$ cat config.mk
export PLATFORM = sky130hd
export DESIGN_NAME = alu_sequencer
export DESIGN_NICKNAME = d
export VERILOG_FILES = /design/src/rtl/alu_seq_pkg.sv /design/src/rtl/alu_seq_decode.sv /design/src/rtl/alu_sequencer.sv
export SDC_FILE = /design/constraint.sdc
export NUM_CORES = 1
export LEC_CHECK = 0
export BUFFER_PORTS_ARGS = -buffer_cell sky130_fd_sc_hd__buf_2
export CAP_MARGIN = 20
export CORE_UTILIZATION = 53
export DETAILED_ROUTE_END_ITERATION = 8
export PLACE_DENSITY = 0.81
export SLEW_MARGIN = 20
export SYNTH_ARGS = -nofsm -noshare
export SYNTH_HDL_FRONTEND = slang
export SYNTH_SLANG_ARGS = --single-unit
$ cat constraint.sdc
create_clock -name clk -period 2.78 [get_ports clk]
set_input_delay 0.834 -clock clk [delete_from_list [all_inputs] [get_ports clk]]
set_output_delay 0.834 -clock clk [all_outputs]
set_load 0.005 [all_outputs]
$ cat src/rtl/alu_seq_pkg.sv
// alu_seq_pkg: shared opcodes, FSM states, flag positions, ALU Opsel codes
// and the control word that alu_seq_decode hands to alu_sequencer.
package alu_seq_pkg;

    localparam logic [3:0] OP_AND  = 4'd0;
    localparam logic [3:0] OP_OR   = 4'd1;
    localparam logic [3:0] OP_XOR  = 4'd2;
    localparam logic [3:0] OP_XNOR = 4'd3;
    localparam logic [3:0] OP_ADD  = 4'd4;
    localparam logic [3:0] OP_SUB  = 4'd5;
    localparam logic [3:0] OP_INC  = 4'd6;
    localparam logic [3:0] OP_DEC  = 4'd7;
    localparam logic [3:0] OP_SHR  = 4'd8;
    localparam logic [3:0] OP_NOT  = 4'd9;
    localparam logic [3:0] OP_ADC  = 4'd10;
    localparam logic [3:0] OP_SBB  = 4'd11;
    localparam logic [3:0] OP_LDA  = 4'd12;

    typedef enum logic [1:0] {
        ST_IDLE = 2'd0,
        ST_EXEC = 2'd1,
        ST_WB   = 2'd2
    } state_t;

    // Same positions are used for flags_o and for the ALU's own flag byte.
    localparam int FLAG_C  = 0;
    localparam int FLAG_P  = 2;
    localparam int FLAG_AC = 4;
    localparam int FLAG_Z  = 6;
    localparam int FLAG_S  = 7;

    localparam logic [2:0] OPSEL_AND = 3'b000;
    localparam logic [2:0] OPSEL_XOR = 3'b001;
    localparam logic [2:0] OPSEL_ADD = 3'b010;
    localparam logic [2:0] OPSEL_SHR = 3'b011;

    localparam logic [1:0] XSEL_OPND = 2'd0;
    localparam logic [1:0] XSEL_ZERO = 2'd1;
    localparam logic [1:0] XSEL_ONES = 2'd2;

    typedef struct packed {
        logic [2:0] opsel;
        logic       a_inv;
        logic       x_inv;
        logic       op_inv;
        logic       carry;
        logic [1:0] x_sel;
    } ctrl_t;

    // S, Z and P for a result; every other bit is left 0.
    function automatic logic [7:0] szp_flags(input logic [7:0] res);
        logic [7:0] f;
        f         = 8'h00;
        f[FLAG_S] = res[7];
        f[FLAG_Z] = (res == 8'h00);
        f[FLAG_P] = ~^res;
        return f;
    endfunction

endpackage

$ cat src/rtl/alu_seq_decode.sv
// alu_seq_decode: opcode (plus current C flag) to ALU control word.
// Build option ALU_SEQ_CARRY_CHAIN_EN: when defined, ADC/SBB are legal and use
// the C flag as carry-in; otherwise opcodes 10 and 11 decode as illegal.
module alu_seq_decode
    import alu_seq_pkg::*;
(
    input  logic [3:0] op,
    input  logic       c_flag,
    output ctrl_t      ctrl,
    output logic       is_lda,
    output logic       illegal
);

`ifndef ALU_SEQ_CARRY_CHAIN_EN
    logic unused_c_flag;
    assign unused_c_flag = c_flag;
`endif

    // Opcode to control word; OR is built as NOT(NOT A AND NOT X).
    always_comb begin
        ctrl    = '0;
        is_lda  = 1'b0;
        illegal = 1'b0;
        case (op)
            OP_AND:  ctrl.opsel = OPSEL_AND;
            OP_OR:   begin
                ctrl.opsel  = OPSEL_AND;
                ctrl.a_inv  = 1'b1;
                ctrl.x_inv  = 1'b1;
                ctrl.op_inv = 1'b1;
            end
            OP_XOR:  ctrl.opsel = OPSEL_XOR;
            OP_XNOR: begin
                ctrl.opsel  = OPSEL_XOR;
                ctrl.op_inv = 1'b1;
            end
            OP_ADD:  ctrl.opsel = OPSEL_ADD;
            OP_SUB:  begin
                ctrl.opsel = OPSEL_ADD;
                ctrl.x_inv = 1'b1;
                ctrl.carry = 1'b1;
            end
            OP_INC:  begin
                ctrl.opsel = OPSEL_ADD;
                ctrl.x_sel = XSEL_ZERO;
                ctrl.carry = 1'b1;
            end
            OP_DEC:  begin
                ctrl.opsel = OPSEL_ADD;
                ctrl.x_sel = XSEL_ONES;
            end
            OP_SHR:  ctrl.opsel = OPSEL_SHR;
            OP_NOT:  begin
                ctrl.opsel = OPSEL_XOR;
                ctrl.x_sel = XSEL_ONES;
            end
`ifdef ALU_SEQ_CARRY_CHAIN_EN
            OP_ADC:  begin
                ctrl.opsel = OPSEL_ADD;
                ctrl.carry = c_flag;
            end
            OP_SBB:  begin
                ctrl.opsel = OPSEL_ADD;
                ctrl.x_inv = 1'b1;
                ctrl.carry = c_flag;
            end
`endif
            OP_LDA:  is_lda = 1'b1;
            default: illegal = 1'b1;
        endcase
    end

endmodule

$ cat src/rtl/alu_sequencer.sv
// alu_sequencer: owns the accumulator and flags and sequences the 8-bit ALU
// around its falling-edge result register. ADC/SBB availability follows the
// ALU_SEQ_CARRY_CHAIN_EN build option (see alu_seq_decode).
//
// state | meaning
// IDLE  | ready; LDA and illegal opcodes complete here in one cycle
// EXEC  | X and control word driven; ALU captures Z on the falling edge
// WB    | control word held; Z and ALU flags written to acc/flags
module alu_sequencer
    import alu_seq_pkg::*;
#(
    parameter logic [7:0] RESET_ACC = 8'h00
) (
    input  logic       clk,
    input  logic       rst_n,
    input  logic       in_valid_i,
    output logic       in_ready_o,
    input  logic [3:0] in_op_i,
    input  logic [7:0] in_operand_i,
    output logic [7:0] acc_o,
    output logic [7:0] alu_x_o,
    output logic [2:0] alu_opsel_o,
    output logic       alu_a_inv_o,
    output logic       alu_x_inv_o,
    output logic       alu_op_inv_o,
    output logic       alu_carry_o,
    input  logic [7:0] alu_z_i,
    input  logic [7:0] alu_flags_i,
    output logic [7:0] flags_o,
    output logic       done_o,
    output logic       err_o,
    output logic       busy_o
);

    state_t     state_q, state_d;
    ctrl_t      ctrl_dec, ctrl_q;
    logic       dec_is_lda, dec_illegal;
    logic [7:0] operand_q, acc_q, flags_q;
    logic [7:0] x_val, flags_wb, flags_lda;
    logic       do_lda, do_err, do_launch, do_wb;
    logic       done_q, err_q, active;
    logic [5:0] unused_alu_flags;

    assign unused_alu_flags = {alu_flags_i[7:5], alu_flags_i[3:1]};

    alu_seq_decode u_decode (
        .op      (in_op_i),
        .c_flag  (flags_q[FLAG_C]),
        .ctrl    (ctrl_dec),
        .is_lda  (dec_is_lda),
        .illegal (dec_illegal)
    );

    // State register.
    always_ff @(posedge clk or negedge rst_n) begin
        if (!rst_n) state_q <= ST_IDLE;
        else        state_q <= state_d;
    end

    // Next state and the per-cycle action strobes.
    always_comb begin
        state_d   = state_q;
        do_lda    = 1'b0;
        do_err    = 1'b0;
        do_launch = 1'b0;
        do_wb     = 1'b0;
        case (state_q)
            ST_IDLE: begin
                if (in_valid_i) begin
                    if (dec_is_lda)       do_lda = 1'b1;
                    else if (dec_illegal) do_err = 1'b1;
                    else begin
                        do_launch = 1'b1;
                        state_d   = ST_EXEC;
                    end
                end
            end
            ST_EXEC: state_d = ST_WB;
            ST_WB: begin
                do_wb   = 1'b1;
                state_d = ST_IDLE;
            end
            default: state_d = ST_IDLE;
        endcase
    end

    // Latch the decoded control word and operand at accept; held through WB.
    always_ff @(posedge clk or negedge rst_n) begin
        if (!rst_n) begin
            ctrl_q    <= '0;
            operand_q <= 8'h00;
        end else if (do_launch) begin
            ctrl_q    <= ctrl_dec;
            operand_q <= in_operand_i;
        end
    end

    // X operand source: immediate or a fixed constant for INC/DEC/NOT.
    always_comb begin
        x_val = operand_q;
        case (ctrl_q.x_sel)
            XSEL_ZERO: x_val = 8'h00;
            XSEL_ONES: x_val = 8'hFF;
            default:   x_val = operand_q;
        endcase
    end

    // ALU controls are forced to 0 in IDLE so reset clears them asynchronously.
    assign active       = (state_q != ST_IDLE);
    assign busy_o       = active;
    assign in_ready_o   = ~active;
    assign alu_x_o      = active ? x_val          : 8'h00;
    assign alu_opsel_o  = active ? ctrl_q.opsel  : 3'b000;
    assign alu_a_inv_o  = active & ctrl_q.a_inv;
    assign alu_x_inv_o  = active & ctrl_q.x_inv;
    assign alu_op_inv_o = active & ctrl_q.op_inv;
    assign alu_carry_o  = active & ctrl_q.carry;

    // New flag byte for write-back and for LDA; op class follows Opsel.
    always_comb begin
        flags_wb = szp_flags(alu_z_i);
        case (ctrl_q.opsel)
            OPSEL_ADD: begin
                flags_wb[FLAG_C]  = alu_flags_i[FLAG_C];
                flags_wb[FLAG_AC] = alu_flags_i[FLAG_AC];
            end
            OPSEL_SHR: flags_wb[FLAG_C] = acc_q[0];
            default:   ;
        endcase
        flags_lda          = szp_flags(in_operand_i);
        flags_lda[FLAG_C]  = flags_q[FLAG_C];
        flags_lda[FLAG_AC] = flags_q[FLAG_AC];
    end

    // Accumulator, flags and the registered done/err pulses.
    always_ff @(posedge clk or negedge rst_n) begin
        if (!rst_n) begin
            acc_q   <= RESET_ACC;
            flags_q <= 8'h00;
            done_q  <= 1'b0;
            err_q   <= 1'b0;
        end else begin
            done_q <= do_lda | do_wb;
            err_q  <= do_err;
            if (do_lda) begin
                acc_q   <= in_operand_i;
                flags_q <= flags_lda;
            end else if (do_wb) begin
                acc_q   <= alu_z_i;
                flags_q <= flags_wb;
            end
        end
    end

    assign acc_o   = acc_q;
    assign flags_o = flags_q;
    assign done_o  = done_q;
    assign err_o   = err_q;

endmodule

# Word level (Yosys, flattened, before mapping)
# Cells that the tools add are included.
[word_totals]
register_bits = 37
output_inout_bits = 35
in_bits = 31
elab_cells = 88
[classes]
n_eq_ne = 19
bitwise_logic = 7
reduce_logical = 17
mux = 32
[op_table]
columns = ["operator", "n"]
rows = [
  ["$mux W8", 5],
  ["$mux W1", 18],
  ["$eq A4 B3 Y1 const B", 4],
  ["$logic_not A8 Y1", 2],
  ["$pmux W8 S2", 1],
  ["$reduce_xnor A8 Y1", 2],
  ["$eq A4 B4 Y1 const B", 3],
  ["$reduce_or A11 Y1", 1],
  ["$eq A4 B2 Y1 const B", 2],
  ["$pmux W2 S2", 2],
  ["$reduce_or A2 Y1", 4],
  ["$eq A3 B2 Y1 const B", 2],
  ["$mux W2", 3],
  ["$ne A2 B2 Y1 const B", 3],
  ["$pmux W2 S3", 1],
  ["$and A1 B1 Y1", 4],
  ["$eq A2 B1 Y1 const B", 2],
  ["$eq A2 B2 Y1 const B", 2],
  ["$eq A4 B1 Y1 const B", 1],
  ["$logic_not A4 Y1", 1],
  ["$reduce_bool A2 Y1", 2],
  ["$reduce_or A4 Y1", 1],
  ["$mux W3", 1],
  ["$reduce_and A3 Y1", 1],
  ["other kinds (6)", 7],
]

# Logic depth before layout (Yosys ltp)
[depth]
depth_word = 7
ltp_mapped = 7
depth_no_buf = 6

# Modules after synthesis
# A second synthesis with hierarchy kept.
[unflattened]
cells_unflattened = 182
area_unflattened_um2 = 1845.5
[modules_own_cells]
columns = ["module", "cells_each", "seq_area_each_um2", "area_per_inst_um2", "instances"]
rows = [
  ["alu_sequencer", 160, 850.8, 1715.4, 1],
  ["alu_seq_decode", 22, 0.0, 130.1, 1],
]

# Worst setup path after synthesis
# OpenSTA, ideal clock, no wires.
[synth_timing]
path_type = "reg2out"
start = "register ctrl_q[0] (netlist bit)"
end = "output port alu_x_o[0]"
n_path_buf = 1
path_stages_with_launch = 6
required_ps = 1946
slack_ps = 699
t_arrival_ps = 1247
cell_sequence = "dfrtp_1 > inv_1 > ha_1 > buf_1 > o21ai_1 > a21oi_1"
[synth_via]
elab_chain_len = 3
word_cells_on_any_way = 4
cone_classes = "eq/ne (2); mux (2)"
[synth_rtl]
columns = ["element", "line", "source"]
rows = [
  ["from (decl)", "alu_sequencer.sv:36", "ctrl_t ctrl_dec, ctrl_q;"],
  ["from (signal assigned)", "alu_sequencer.sv:93", "ctrl_q <= ctrl_dec;"],
  ["$eq A2 B2 Y1 / $eq A2 B1 Y1 (equally long branches)", "alu_sequencer.sv:101", "case (ctrl_q.x_sel)"],
  ["$pmux W8 S2 (*)", "alu_sequencer.sv:101", ""],
  ["$mux W8 (*)", "alu_sequencer.sv:112", "assign alu_x_o = active ? x_val : 8'h00;"],
  ["to (decl)", "alu_sequencer.sv:21", "output logic [7:0] alu_x_o,"],
]
# Mark *: on every way between the ends. The rest lies on a longest branch, timed or not.

# Final worst setup path
[layout_timing]
start = "register ctrl_q[0] (netlist bit)"
end = "output port alu_x_o[6]"
# The elaborated chain is that of the path after synthesis.

==> impl_results.md <==
* Setup Fix Bufs, Post-CTS at 0
* Most frequent cell after synthesis: dfrtp_1
* CP max stage delay at 0.42 ns
* End point of the critical path: alu_x_o[6]
* Hold_ws at 0.475 ns
* CP Max Fanout at 9
* I/O pin cnt at 66
* Fin crit share at 0.921
* Worst VDD drop at 0.000348 V
* Std-Cell Rows at 20
* Unique cell type count in the Yosys netlist at 35
* First-pass GRT wire length at 5.82 mm
* R2R Setup Slk at 1.18 ns
* Die width at 60.5 um
* Final Cell Area at 2140 um^2
* Setup TNS at 0 ns
* Cells after Synth at 194
* Launch point of the critical path: ctrl_q[0]
* FF-to-FF Start: state_q[1]
* Avg Inst Size Synth at 9.36 um^2
* Synth Area in Simple Gates at 0.141
* Max-cap viol count at 0
* Worst slew margin at 0.522
* Worst-Skew Late Latency at 0.33 ns
* Synth Area in Adders at 0.0620
* Gr usage total at 0.223
* Status: completed
* Antenna diodes at 0
* Largest net degree at the start of global routing at 34
* Reg2reg end: operand_q[2]
* PortBufs at 55
* Starting DRT DRC Count at 45
* CTS Buf Count at 5
* Post-synth EDFFs at 0
* Layout Nets at 288
* Leading area contributor after synthesis: dfrtp_1
* Clock-pin slew on the worst setup and hold paths at 0.09 ns
* Dpl cells at 285
* Final setup violating endpoints at 0
* Fin cells at 292
* Leakage at 1.21 nW
* Die height at 60.5 um
* DR DRC count at 0
* DR WL/cell at 12.2 um
* Cell Area, Synth at 1820 um^2
* Routed vias/inst at 4.98
* Worst path slowest cell: ha_1
* Worst slew pin tran at 0.717 ns
* Register area share after synthesis at 0.455
* Post-CTS sizing at 0
* Multi-input combinational cell area at 796 um^2
* CTS tree: yes
* Largest family of logic cells by synthesized area: compound AO/OA/AOI/OAI gates
* Synth cell count leaders: dfrtp_1, inv_1, nand2_1
* Startpoint Class: flop
* Area Growth Syn to Fin at 17.8%
* Hold WC Path Type: flop to flop
* Minimum clock period after layout at 2.56 ns
* Post-synthesis async set-or-reset flop share at 1.00
* Initial Utilization at 0.576
* Filler instances at 292
* GP Congestion at 0.755
* Synth Area in Compound Gates at 0.181
* Slew Limit Fails at 0
* Share of layout cells above drive strength 1 at 0.286
* Seq cells post-synth at 33
* CTS Hold Bufs at 0
* Mux cell area share after synthesis at 0.00551
* Post-Place Worst Slack at 0.417 ns
* Vias in the first global route at 1354
* Post-synthesis xor/xnor area fraction at 0.0386
* Final Worst Setup Slack at 0.218 ns
* HP Start: ctrl_q[4]
* Dpl cell area at 2080 um^2
* Core area at 3150 um^2
* Top cells by area, synth: dfrtp_1, ha_1, inv_1
* Antenna-violating nets left at 0
* Worst Setup End Kind: primary output
* Root buf cell: clkbuf_4
* Post-Route WL at 3.56 mm
* Worst-path cell chain: inv_1, ha_1, o21ai_2, a21oi_1, buf_2
* Die area at 3660 um^2
* H-tree depth at 2
* FMAX at 390 MHz
* Vias at 1454
* DRT Pass-1 Iters at 4
* Clock Sinks at 33
* Final Hold Fails at 0
* WP data arrival at 1.73 ns
* CTS Buffer Depth at 2
* Ys Warns at 0
* Final core utilization at 0.678
* Fin Clk Skew at 0.00619 ns
* Total chip power at 1.27 mW
* Worst Path Required at 1.95 ns
* Post-DP HPWL at 2.70 mm
* Top FF cell, synth: dfrtp_1
* Power per standard cell area at 593 nW/um^2
* Initial antenna violation count at 0
* Critical path type: flop to primary output
* Remaining global-route overflow at 0
* Flip-flop and latch area at 826 um^2
* R2R depth at 6
* Synth top area share at 0.455
* RSZ-0062 raised after global routing: false
-- state kept, by name, summed over array words and instances, names as in the netlist --
signal	count
operand_q	8
ctrl_q	8
err_o	1
done_o	1
flags_o	5
state_q	2
acc_o	8
-- critical path, delay by kind of cell (launching register included) --
family                   cells  cell delay, ns
flip-flops                   1            0.36
AO/OA/AOI/OAI                2            0.45
buffers and inverters        2            0.18
adder cells (fa/ha/maj)      1            0.42
-- worst min path at each step --
| stage | to | slack, ns | cells after the start |
|---|---|---|---|
| floorplan | ctrl_q[5] | 0.44 | 2 |
| detailed placement | ctrl_q[4] | 0.46 | 2 |
| CTS | ctrl_q[4] | 0.48 | 2 |
| global route | acc_o[1] | 0.49 | 1 |
| global placement | flags_o[4] | 0.44 | 2 |
| finish | ctrl_q[4] | 0.47 | 2 |
-- final cells by class --
class / count / area share
Tap cell: 44 / 0.0257
Sequential cell: 33 / 0.386
Multi-Input combinational cell: 121 / 0.372
Timing Repair Buffer: 58 / 0.139
Clock buffer: 7 / 0.0257
Inverter: 29 / 0.0509
-- kinds of logic after synthesis --
logic type / after synthesis
XOR/XNOR: 8
flip-flops: 33
adder cells (fa/ha/maj): 9
buffers and inverters: 43
AO/OA/AOI/OAI: 51
multiplexers: 1
AND/OR/NAND/NOR: 48
other: 1
-- where the power goes --
group	total [mW]	leakage (nW)	internal (mW)	switching [mW]
Combinational	0.367	0.756	0.180	0.187
Sequential	0.634	0.424	0.579	0.0548
Clock	0.267	0.0314	0.119	0.147
Total	1.27	1.21	0.878	0.389
-- layout by cell type (no fill, tap or decap), drive strengths merged --
cell    instances
nor2            4
xnor2           7
and2            1
ha              9
o31ai           4
inv            29
and4            1
nand4           2
or2b            1
o41ai           2
conb            4
nand3           2
nand4b          1
or3b            1
o21ai          13
nand2          23
nor3b           1
a22oi           1
a21oi          15
a22o            7
xor2            1
a211oi          1
nor2b           8
mux2i           1
nand2b          3
clkbuf          7
buf            58
dfrtp          33
a21o            8
-- routing by layer --
metal | global-route usage | vias up | part of all wire
li1 | - | 738 | -
met1 | 0.264 | 660 | 0.45
met2 | 0.378 | 52 | 0.48
met3 | 0.0661 | 4 | 0.057
met4 | 0.0942 | 0 | 0.015
met5 | 0 | - | 0
Power figures use the tool's default switching activity.
